## config.mk

```make
export PLATFORM = sky130hd
export DESIGN_NAME = fifo_packer
export DESIGN_NICKNAME = d
export VERILOG_FILES = /design/src/rtl/fifo_packer.sv
export SDC_FILE = /design/constraint.sdc
export NUM_CORES = 1
export LEC_CHECK = 0
export ABC_AREA = 1
export BUFFER_PORTS_ARGS = -buffer_cell sky130_fd_sc_hd__buf_2
export CAP_MARGIN = 20
export CORE_ASPECT_RATIO = 2
export CORE_MARGIN = 3
export CORE_UTILIZATION = 39
export DETAILED_ROUTE_END_ITERATION = 12
export PLACE_DENSITY = 0.65
export SLEW_MARGIN = 20
export SYNTH_ARGS = -nofsm -noshare
export SYNTH_HDL_FRONTEND = slang
export SYNTH_SLANG_ARGS = --single-unit
```

## constraint.sdc

```tcl
create_clock -name clk -period 2.1 [get_ports clk]
set_clock_uncertainty 0.2 [all_clocks]
set_input_delay 0.21 -clock clk [delete_from_list [all_inputs] [get_ports clk]]
set_output_delay 0.21 -clock clk [all_outputs]
set_load 0.02 [all_outputs]
```

## src/rtl/fifo_packer.sv

```systemverilog
// fifo_packer: pops narrow entries from an upstream fifo and packs PACK_RATIO
// consecutive entries (little-endian) into one wide word on a valid/ready port.
// Supports flushing a partially filled word and a synchronous clear.
module fifo_packer #(
  parameter int DATA_WIDTH = 4,
  parameter int PACK_RATIO = 4,
  parameter int CNT_WIDTH  = 2
) (
  input  logic                             clk,
  input  logic                             rst,
  input  logic                             clr,
  input  logic                             flush,
  input  logic [DATA_WIDTH-1:0]            in_data,
  input  logic                             in_empty_n,
  output logic                             in_deq,
  output logic [DATA_WIDTH*PACK_RATIO-1:0] out_data,
  output logic [CNT_WIDTH:0]               out_beats,
  output logic                             out_valid,
  input  logic                             out_ready
);

  localparam int ACC_W = (PACK_RATIO - 1) * DATA_WIDTH;
  localparam int OUT_W = DATA_WIDTH * PACK_RATIO;
  localparam logic [CNT_WIDTH-1:0] LAST = CNT_WIDTH'(PACK_RATIO - 1);

  logic [ACC_W-1:0]     acc_q;
  logic [CNT_WIDTH-1:0] cnt_q;
  logic                 flush_pend_q;
  logic [OUT_W-1:0]     out_data_q;
  logic [CNT_WIDTH:0]   out_beats_q;
  logic                 out_valid_q;

  logic                 slot_free;
  logic                 beat;
  logic                 last_beat;
  logic                 flush_req;
  logic [OUT_W-1:0]     pack_word;

  // Output slot can take a new word if empty or being drained this edge.
  assign slot_free = !out_valid_q || out_ready;
  // Non-final beats always flow; the final beat waits for a free slot.
  assign in_deq    = in_empty_n && !clr && !rst && ((cnt_q < LAST) || slot_free);
  assign beat      = in_deq;
  assign last_beat = beat && (cnt_q == LAST);
  assign flush_req = flush || flush_pend_q;

  // Candidate output word: held entries below cnt, the incoming entry at cnt
  // when a beat happens, zeros above. Masking matters because acc keeps stale
  // entries from earlier words above the current fill level.
  genvar gi;
  generate
    for (gi = 0; gi < PACK_RATIO; gi++) begin : g_slot
      localparam logic [CNT_WIDTH-1:0] K = CNT_WIDTH'(gi);
      if (gi < PACK_RATIO - 1) begin : g_acc
        assign pack_word[gi*DATA_WIDTH +: DATA_WIDTH] =
          (K < cnt_q)             ? acc_q[gi*DATA_WIDTH +: DATA_WIDTH] :
          ((K == cnt_q) && beat)  ? in_data : '0;
      end else begin : g_top
        assign pack_word[gi*DATA_WIDTH +: DATA_WIDTH] = last_beat ? in_data : '0;
      end
    end
  endgenerate

  // Beat accumulation, word emission (full or flushed) and output handshake.
  always_ff @(posedge clk) begin
    if (rst || clr) begin
      acc_q        <= '0;
      cnt_q        <= '0;
      flush_pend_q <= 1'b0;
      out_data_q   <= '0;
      out_beats_q  <= '0;
      out_valid_q  <= 1'b0;
    end else begin
      if (out_valid_q && out_ready) begin
        out_valid_q <= 1'b0;
      end
      if (beat) begin
        // slot_free is implied on the last beat by in_deq.
        if (last_beat || (flush_req && slot_free)) begin
          out_data_q   <= pack_word;
          out_beats_q  <= {1'b0, cnt_q} + 1'b1;
          out_valid_q  <= 1'b1;
          cnt_q        <= '0;
          flush_pend_q <= 1'b0;
        end else begin
          acc_q[int'(cnt_q)*DATA_WIDTH +: DATA_WIDTH] <= in_data;
          cnt_q <= cnt_q + 1'b1;
          if (flush) begin
            flush_pend_q <= 1'b1;
          end
        end
      end else if (flush_req && (cnt_q != '0)) begin
        // Flush of a partial word; an empty word is never produced.
        if (slot_free) begin
          out_data_q   <= pack_word;
          out_beats_q  <= {1'b0, cnt_q};
          out_valid_q  <= 1'b1;
          cnt_q        <= '0;
          flush_pend_q <= 1'b0;
        end else begin
          flush_pend_q <= 1'b1;
        end
      end
    end
  end

  assign out_data  = out_data_q;
  assign out_beats = out_beats_q;
  assign out_valid = out_valid_q;

endmodule

```

==> impl_metrics.tcl <==
set metrics [dict create \
    status "finished, final reports clean" \
    area_growth_pct 15.2 \
    fin_crit_sh_pct 89.9 \
    ys.flop_type "dfxtp_1" \
    setup_violations 0 \
    netlist_area_sq_um 1880 \
    hold_path_depth 3 \
    gp_congestion 0.935 \
    synth_edf_count 0 \
    grt_pass1_vias 1690 \
    path_clk_slew_ns 0.07 \
    numCtsBuffers 5 \
    rr_startpoint "cnt_q[0]$_SDFFE_PP0P_" \
    max-slew-margin-rel_pct 76.0 \
    drive_gt1_share_pct 16.8 \
    whs_ns 0.0118 \
    cp.depth 5 \
    start_util_pct 40.5 \
    regToRegSetupSlack_ns 0.23 \
    netlist_top_cells_area "dfxtp_1 37%, nand2_1 20%, nor2_1 14%" \
    wirelength_um 4480 \
    critPathTopFamily "flip-flops" \
    grt-ovfl-total 0 \
    die_w_um 55.1 \
    fin_nets 348 \
    path_cells "ha_1 -> nand3_1 -> inv_1 -> nor2_4 -> buf_2" \
    firstDrtPassIters 4 \
    cp_slowest_cell "dfxtp_1" \
    worstPathArrival_ns 1.48 \
    clockBufferDepth 2 \
    critPathMaxStageDelay_ns 0.36 \
    htreeDepth 2 \
    syn_nets 316 \
    die_h_um 104 \
    async_flop_share_pct 0 \
    viasPerCell 4.66 \
    synth_top_cell_area_share_pct 37.3 \
    setup_tns_ns 0 \
    antennaDiodeCount 0 \
    drtIter0Drc 27 \
    vdd_drop_max_v 0.000414 \
    fmax_ghz 0.530 \
    crit_fanout 8 \
    hold_violations 0 \
    synth.largest_area_cell "dfxtp_1" \
    synth_warnings 0 \
    ios 31 \
    leakagePower_nw 1.14 \
    grt.total_usage_pct 17.6 \
    worst-r2r-cell-count 8 \
    synth.ff_latch_count 35 \
    synth.yosys.seq_area_share_pct 37.3 \
    worst_setup_path_end_kind "output port" \
    antenna_found_initial 0 \
    core_sq_um 4640 \
    cp-start-kind "flip-flop" \
    cts_tree "yes" \
    tightestPinTransition_ns 0.360 \
    synthDistinctLibCells 24 \
    rsz0062_at_grt "false" \
    wl_per_cell_um 11.5 \
    worst-path-buf-inv 2 \
    num_rows 35 \
    syn_area_per_cell_sq_um 6.25 \
    crit_start "cnt_q[0]$_SDFFE_PP0P_" \
    grt_max_degree 36 \
    max-cap-violations 0 \
    port_buffers 30 \
    dieArea_sq_um 5740 \
    grt_pass1_wl_um 7510 \
    hp-class "input port to flip-flop" \
    power_density_nw_per_um2 584 \
    nFillCells 519 \
    cts.sinks 35 \
    crit_type "flip-flop to output port" \
    postCtsSetupRepairBufs 0 \
    finalCriticalPeriod_ns 1.89 \
    cts_root_buffer "clkbuf_8" \
    synth_cells 301 \
    worstPathRequired_ns 1.69 \
    drc_errors 0 \
    cts-hold-fix-buffers 0 \
    antenna_left 0 \
    vias 1814 \
    utilization_pct 46.7 \
    slew_violations 0 \
    hp-start "in_data[0]" \
    clk_latency_ns 0.28 \
    hpwl_um 3370 \
    cts_resized 0 \
]
worst register-to-register path: cells and delay by family, from the launching register on:
family / cells / cell delay [ns]
AND/OR/NAND/NOR: 6 / 0.82
adder cells (fa/ha/maj): 1 / 0.22
AO/OA/AOI/OAI: 1 / 0.10
flip-flops: 1 / 0.43
registers in the layout, indices dropped and copies added, names as in the netlist:
name	count
out_data	16
acc_q	12
out_beats	3
cnt_q	2
flush_pend_q	1
out_valid	1
layout make-up:
type / count / area [sq um] / area share, %
timing repair buffer: 36 / 195 / 9.01
multi-input combinational: 219 / 985 / 45.5
clock inverter: 1 / 5.00 / 0.231
clock buffer: 7 / 76.3 / 3.52
tap: 55 / 68.8 / 3.18
sequential: 35 / 701 / 32.4
inverter: 36 / 135 / 6.24
final timing paths:
check,end
worst max-delay path,in_deq
worst max register to register,out_data[6]$_SDFFE_PP0P_
worst min-delay path,out_data[12]$_SDFFE_PP0P_
worst min register to register,out_data[13]$_SDFFE_PP0P_
through the flow:
stage | setup slack [ns] | total power, mW | instance area (sq um) | instances
floorplan | 0.235 | 0.781 | 1880 | 301
global placement | 0.285 | 0.816 | 2080 | 381
detailed placement | 0.220 | 0.817 | 2080 | 381
CTS | 0.141 | 1.29 | 2160 | 389
global route | 0.0707 | 1.33 | 2170 | 389
finish | 0.213 | 1.27 | 2170 | 389
synthesized netlist by cell type (3+ instances only):
cell and count:
ha_1 5, buf_4 3, nor2_4 3, dfxtp_1 35
buf_2 4, nand2_1 100, clkbuf_1 3, nand4_1 3
nand2_2 3, nor2_1 72, inv_1 34, a21oi_1 7
nand3_1 12, o22ai_1 3
cell usage in the layout (no fill, tap or decap), drive strengths merged:
cell / count
ha: 5
a21oi: 7
buf: 36
and3: 1
o22ai: 3
nand4: 3
clkinv: 1
inv: 36
xor2: 1
o211ai: 1
o21ai: 3
nand3: 13
nor2: 77
clkbuf: 7
dfxtp: 35
nand2: 105
cell families (layout without fill, tap and decap cells):
kind of cell               after synthesis  after routing  share of synthesized area (%)
and+or+nand+nor                        199            199                           44.0
AOI/OAI and AO/OA                       14             14                           4.26
xor gates and xnor gates                 1              1                          0.466
buffers and inverters                   47             80                           10.6
adders and majority gates                5              5                           3.33
DFF                                     35             35                           37.3
layer usage:
layer | vias up | global-route usage (%) | wire length, um
met4 | 0 | 8.70 | 159
li1 | 963 | - | -
met1 | 795 | 19.5 | 1780
met5 | - | 0 | 0
met3 | 11 | 3.59 | 133
met2 | 45 | 29.8 | 2410
where the power goes:
| group | internal, mW | leakage (nW) | switching (mW) |
|---|---|---|---|
| Combinational | 0.0406 | 0.814 | 0.0864 |
| Clock | 0.233 | 0.0422 | 0.231 |
| Sequential | 0.671 | 0.282 | 0.00362 |
Note: power is estimated with default switching activity, not from simulation.
